[config.mk]
export PLATFORM = sky130hd
export DESIGN_NAME = lsrb_decider
export DESIGN_NICKNAME = d
export VERILOG_FILES = /design/src/rtl/lsrb_decider.sv
export SDC_FILE = /design/constraint.sdc
export NUM_CORES = 1
export LEC_CHECK = 0
export ABC_AREA = 1
export BUFFER_PORTS_ARGS = -buffer_cell sky130_fd_sc_hd__buf_2
export CAP_MARGIN = 10
export CORE_MARGIN = 2
export CORE_UTILIZATION = 32
export CTS_CLUSTER_DIAMETER = 200
export DETAILED_ROUTE_END_ITERATION = 8
export SETUP_SLACK_MARGIN = 0.4
export SLEW_MARGIN = 10
export SYNTH_ARGS = -nofsm -noshare
export SYNTH_HDL_FRONTEND = slang
export SYNTH_SLANG_ARGS = --single-unit
[constraint.sdc]
create_clock -name clk -period 1.9 [get_ports clk]
set_input_delay 0.095 -clock clk [delete_from_list [all_inputs] [get_ports clk]]
set_output_delay 0.095 -clock clk [all_outputs]
set_load 0.01 [all_outputs]
[src/rtl/lsrb_decider.sv]
// LSRB line-follower decider: debounces the IR sensor array, probes junctions and
// emits a one-hot move word. Optional decision log enabled by defining PATH_LOG_EN.
module lsrb_decider #(
  parameter int DEBOUNCE_CYC = 4,
  parameter int PROBE_CYC    = 8,
  parameter int TURN_TIMEOUT = 255
) (
  input  logic       clk,
  input  logic       rst_n,
  input  logic       start,
  input  logic [0:4] line_sns,
  input  logic       turn_done,
  output logic [0:3] lsrb,
  output logic       busy,
  output logic       done,
  output logic       fault,
  output logic [7:0] junction_cnt,
  output logic [4:0] path_len,
  input  logic [3:0] path_rd_addr,
  output logic [1:0] path_rd_data
);

  localparam int DW = $clog2(DEBOUNCE_CYC) + 1;
  localparam int PW = $clog2(PROBE_CYC) + 1;

  typedef enum logic [2:0] {
    S_IDLE, S_FOLLOW, S_PROBE, S_DECIDE, S_TURN, S_DONE, S_FAULT
  } state_e;

  typedef enum logic [1:0] {MOVE_L = 2'd0, MOVE_S = 2'd1, MOVE_R = 2'd2, MOVE_B = 2'd3} move_e;

  function automatic logic [0:3] onehot(input move_e m);
    return 4'(4'b1000 >> m);
  endfunction

  state_e          state_q, state_d;
  move_e           move_q, move_d;
  logic [0:4]      raw_q, raw_d, deb_q, deb_d;
  logic [DW-1:0]   dcnt_q, dcnt_d;
  logic [PW-1:0]   pcnt_q, pcnt_d;
  logic [7:0]      timer_q, timer_d;
  logic [7:0]      jcnt_q, jcnt_d;
  logic            lseen_q, lseen_d, rseen_q, rseen_d, sav_q, sav_d;
  logic [0:3]      lsrb_q, lsrb_d;
  logic            busy_q, busy_d, done_q, done_d, fault_q, fault_d;
  logic            log_we, log_clr;

  // NOTE: every signal written here gets a default first, so no path leaves it unassigned
  // and no latch is inferred.
  always_comb begin
    raw_d   = line_sns;
    dcnt_d  = dcnt_q;
    deb_d   = deb_q;
    state_d = state_q;
    move_d  = move_q;
    pcnt_d  = pcnt_q;
    timer_d = timer_q;
    jcnt_d  = jcnt_q;
    lseen_d = lseen_q;
    rseen_d = rseen_q;
    sav_d   = sav_q;
    log_we  = 1'b0;
    log_clr = 1'b0;

    // Debounce: a run of DEBOUNCE_CYC identical samples commits the pattern.
    if (line_sns != raw_q)                   dcnt_d = '0;
    else if (dcnt_q != DW'(DEBOUNCE_CYC - 1)) dcnt_d = dcnt_q + 1'b1;
    if (dcnt_d == DW'(DEBOUNCE_CYC - 1))      deb_d  = line_sns;

    case (state_q)
      S_IDLE, S_DONE, S_FAULT: begin
        if (start) begin
          state_d = S_FOLLOW;
          jcnt_d  = '0;
          log_clr = 1'b1;
        end
      end
      S_FOLLOW: begin
        if (deb_q[0] || deb_q[4]) begin
          state_d = S_PROBE;
          lseen_d = deb_q[0];
          rseen_d = deb_q[4];
          pcnt_d  = '0;
        end else if (deb_q == 5'b00000) begin
          state_d = S_DECIDE;
          lseen_d = 1'b0;
          rseen_d = 1'b0;
          sav_d   = 1'b0;
        end
      end
      S_PROBE: begin
        lseen_d = lseen_q | deb_q[0];
        rseen_d = rseen_q | deb_q[4];
        if (pcnt_q == PW'(PROBE_CYC - 1)) begin
          if (deb_q == 5'b11111) begin
            state_d = S_DONE;
          end else begin
            sav_d   = deb_q[2];
            state_d = S_DECIDE;
          end
        end else begin
          pcnt_d = pcnt_q + 1'b1;
        end
      end
      S_DECIDE: begin
        move_d = lseen_q ? MOVE_L : sav_q ? MOVE_S : rseen_q ? MOVE_R : MOVE_B;
        log_we = 1'b1;
        if (jcnt_q != 8'hFF) jcnt_d = jcnt_q + 8'd1;
        if (move_d == MOVE_S) begin
          state_d = S_FOLLOW;
        end else begin
          state_d = S_TURN;
          timer_d = '0;
        end
      end
      S_TURN: begin
        // turn_done on the timeout cycle still counts as a completed turn.
        if (turn_done)                              state_d = S_FOLLOW;
        else if (timer_q == 8'(TURN_TIMEOUT - 1))   state_d = S_FAULT;
        else                                        timer_d = timer_q + 8'd1;
      end
      default: state_d = S_IDLE;
    endcase

    lsrb_d  = 4'b0000;
    busy_d  = 1'b0;
    done_d  = 1'b0;
    fault_d = 1'b0;
    case (state_d)
      S_FOLLOW, S_PROBE, S_DECIDE: begin lsrb_d = onehot(MOVE_S); busy_d = 1'b1; end
      S_TURN:                      begin lsrb_d = onehot(move_d); busy_d = 1'b1; end
      S_DONE:                      done_d  = 1'b1;
      S_FAULT:                     fault_d = 1'b1;
      default:                     ;
    endcase
  end

  // NOTE: sequential state uses non-blocking assignments so every flop samples
  // pre-edge values regardless of statement order.
  always_ff @(posedge clk or negedge rst_n) begin
    if (!rst_n) begin
      state_q <= S_IDLE;
      move_q  <= MOVE_S;
      raw_q   <= '0;
      deb_q   <= '0;
      dcnt_q  <= '0;
      pcnt_q  <= '0;
      timer_q <= '0;
      jcnt_q  <= '0;
      lseen_q <= 1'b0;
      rseen_q <= 1'b0;
      sav_q   <= 1'b0;
      lsrb_q  <= '0;
      busy_q  <= 1'b0;
      done_q  <= 1'b0;
      fault_q <= 1'b0;
    end else begin
      state_q <= state_d;
      move_q  <= move_d;
      raw_q   <= raw_d;
      deb_q   <= deb_d;
      dcnt_q  <= dcnt_d;
      pcnt_q  <= pcnt_d;
      timer_q <= timer_d;
      jcnt_q  <= jcnt_d;
      lseen_q <= lseen_d;
      rseen_q <= rseen_d;
      sav_q   <= sav_d;
      lsrb_q  <= lsrb_d;
      busy_q  <= busy_d;
      done_q  <= done_d;
      fault_q <= fault_d;
    end
  end

  assign lsrb         = lsrb_q;
  assign busy         = busy_q;
  assign done         = done_q;
  assign fault        = fault_q;
  assign junction_cnt = jcnt_q;

`ifdef PATH_LOG_EN
  logic [4:0] plen_q, plen_d;
  logic [1:0] log_q [16];
  logic [1:0] log_d [16];

  always_comb begin
    plen_d = plen_q;
    log_d  = log_q;
    if (log_clr) begin
      plen_d = '0;
      for (int i = 0; i < 16; i++) log_d[i] = '0;
    end else if (log_we && plen_q < 5'd16) begin
      log_d[plen_q[3:0]] = move_d;
      plen_d             = plen_q + 5'd1;
    end
  end

  // NOTE: the log is small and must read as cleared after reset, so it is reset
  // explicitly rather than left as uninitialised storage.
  always_ff @(posedge clk or negedge rst_n) begin
    if (!rst_n) begin
      plen_q <= '0;
      for (int i = 0; i < 16; i++) log_q[i] <= '0;
    end else begin
      plen_q <= plen_d;
      log_q  <= log_d;
    end
  end

  assign path_len     = plen_q;
  assign path_rd_data = log_q[path_rd_addr];
`else
  logic unused_log;
  assign unused_log   = ^{path_rd_addr, log_we, log_clr};
  assign path_len     = '0;
  assign path_rd_data = '0;
`endif

endmodule
==> impl_metrics.py <==
metrics = {
    "synthesis": {
        "synth_edf_count": 0,
        "yosysTopAreaCellShare_pct": 46.1,
        "synthTopCellsByArea": "dfrtp_1 46%, nand2_1 10%, nand3_1 5.7%",
        "yosysMostFrequentCell": "nand2_1",
        "synth_top_area_cell": "dfrtp_1",
        "synth_common_cells": "69 x nand2_1, 47 x dfrtp_1, 38 x inv_1",
        "syn_avg_cell_area_um2": 8.34,
        "yosysWarnings": 0,
        "synthCells": 306,
        "yosysSeqAreaShare_pct": 47.1,
        "ys_async_sr_fraction_pct": 100,
        "ys_seq_elements": 48,
        "synthesis.area_mm2": 0.00255,
        "ys_types": 34,
        "synth_flop_cell": "dfrtp_1",
    },
    "power": {
        "clkPwrFrac_pct": 16.0,
        "pwr-share-comb_pct": 47.0,
        "powerDensity_mw_per_mm2": 1140,
        "p_switching_mw": 1.57,
        "switching_share_pct": 42.0,
        "p_seq_share_pct": 37.0,
        "p_leak_nw": 1.60,
        "internal_power_mw": 2.17,
        "irDropWorstVdd_v": 0.000612,
    },
    "worst_setup_path": {
        "critPathLaunch": "state_q[2]",
        "worst-path-max-fanout": 5,
        "crit_type": "reg2reg",
        "endpoint_kind": "flop",
        "cpPeakStageDelay_ps": 420,
        "r2r-start": "state_q[2]",
        "worst_ep_required_time_ps": 2080,
        "crit_chain": "buf_4 -> nand3_1 -> nand2_4 -> inv_4 -> nand2_1 -> nor2_2 -> nand3_1 -> nand2_2 -> nand2_2",
        "start_kind": "flop",
        "slowest_stage": "dfrtp_1",
        "worstPathArrival_ps": 1650,
    },
    "clocking": {
        "cts_buffer_depth": 2,
        "cts_sinks": 48,
        "cts_buffers": 5,
        "cts_tree": "done",
        "cts_htree_levels": 2,
        "clk_latency_ps": 300,
        "root_buffer": "clkbuf_8",
        "cts.clk_slew.worst_paths_ps": 80,
    },
    "detailed_routing": {
        "first_pass_iters": 4,
        "ant_nets": 0,
        "drt_iter0_drc": 98,
        "wl_per_cell_um": 11.6,
        "num_vias": 2152,
        "viasPerCell": 4.59,
        "wl_um": 5460,
        "drc": 0,
    },
    "final_layout": {
        "diodes": 0,
        "final_core_util_pct": 42.4,
        "area_growth_pct": 28.5,
        "nNetsFinal": 384,
        "drive_gt1_share_pct": 31.3,
    },
    "placed_design": {
        "io_buffers": 23,
        "place_hpwl_um": 3580,
        "gp_congestion": 0.785,
    },
    "global_routing": {
        "antenna_found_initial": 0,
        "first_global_vias": 2032,
        "grt_usage_pct": 12.2,
        "grt_max_degree": 28,
        "grt.overflow.total": 0,
        "grt_pass1_wl_um": 8650,
    },
    "sta": {
        "worstMarginPinSlew_ps": 552,
        "fin_crit_sh_pct": 76.9,
        "fin_setup_tns_ps": 0,
        "hold_viol": 0,
        "period_needed_ps": 1460,
        "setup_violations": 0,
        "rsz0062_at_grt": "yes",
        "timing.fmax_mhz": 684,
        "relSlewSlack_pct": 63.2,
        "clock_skew_ps": 10.1,
        "slew_viol_final": 0,
    },
    "job": {
        "drv_cap": 0,
    },
    "floorplanning": {
        "io-pin-count": 35,
        "coreArea_mm2": 0.00773,
        "start_util_pct": 33.0,
        "die_area_mm2": 0.00870,
        "die_w_um": 93.3,
        "rows": 32,
        "die_h_um": 93.3,
    },
    "outcome": {
        "status": "finished clean",
    },
    "min_path": {
        "hp-class": "in2reg",
        "hp-start": "line_sns[3]",
    },
}
critical path, delay by kind of cell, from the launching register on:
kind | cells | cell delay [ps]
buf+inv | 2 | 250
simple gates | 7 | 680
flops | 1 | 420
layout by cell type, fill, tap and decap left out, drive strengths merged, types with 3 or more instances in the layout:
cell          n
dfrtp        47
xor2         11
ha            5
nor3          5
conb          7
o21ai        22
clkbuf        7
buf          48
inv          44
o31ai         5
nor2         31
dlygate4sd3   6
nand2        78
a21oi         9
nand3        29
xnor2         3
metrics by stage:
stage	power, mW	cells	hold slack (ps)	area (µm²)	worst slack, ps
finish	3.73	469	78.0	3280	438
floorplan	2.33	312	-201	2570	479
detailed placement	2.66	431	119	2780	225
global placement	2.63	431	117	2780	256
global route	4.02	469	77.4	3280	334
CTS	3.38	449	72.9	2990	368
final cells by class:
type	count	area, µm²
clock buffer	7	76.3
clock inverter	1	5.00
fill	750	4450
inverter	45	181
multi-input combinational	212	1310
sequential	48	1200
tap	102	128
timing repair buffer	54	375
registers in the layout, summed over array words and instances (netlist names), 2 cells and up:
| signal | count |
|---|---|
| junction_cnt | 8 |
| lsrb | 4 |
| state_q | 3 |
| timer_q | 8 |
| move_q | 2 |
| deb_q | 5 |
| raw_q | 5 |
| dcnt_q | 3 |
| pcnt_q | 4 |
timing repair:
action,CTS,global route
hold buffers,6,0
resized for setup,13,36
setup buffers,4,18
pin swaps,2,23
gates cloned,0,2
setup endpoints to repair,23,33
endpoints found under the hold margin,26,0
final timing paths:
check                                       end  slack, ps  depth (start not counted)
max in group asynchronous             move_q[0]        990                          3
worst max register to register          lsrb[1]        440                          9
worst max-delay path                    lsrb[1]        440                          9
worst min register to register         deb_q[3]        510                          2
worst min-delay path                   deb_q[3]         80                          3
min in group asynchronous       junction_cnt[7]        310                          2
cell families (layout without fill, tap and decap cells):
logic type	Yosys count	in the layout	share of synthesized area (%)
xor+xnor	14	14	4.81
mux	1	1	0.392
buf+inv	54	107	9.71
other cells	1	7	0.147
fa+ha+maj	5	5	2.45
compound gates	37	38	9.22
simple gates	146	147	26.1
flops	48	48	47.1
power by group through the flow:
stage	Sequential [mW]	Clock, mW	Combinational, mW
CTS	1.36	0.607	1.42
global route	1.41	0.651	1.96
finish	1.38	0.598	1.76
floorplan	1.39	0	0.932
detailed placement	1.38	0	1.28
global placement	1.37	0	1.25
layer usage:
metal	global-route usage, %	up-vias	wire, µm
met3	2.74	5	129
met1	14.3	1038	2400
li1	-	1080	-
met2	22.4	29	2880
met5	0	-	0
met4	3.19	0	45
(Power assumes the default switching activity.)
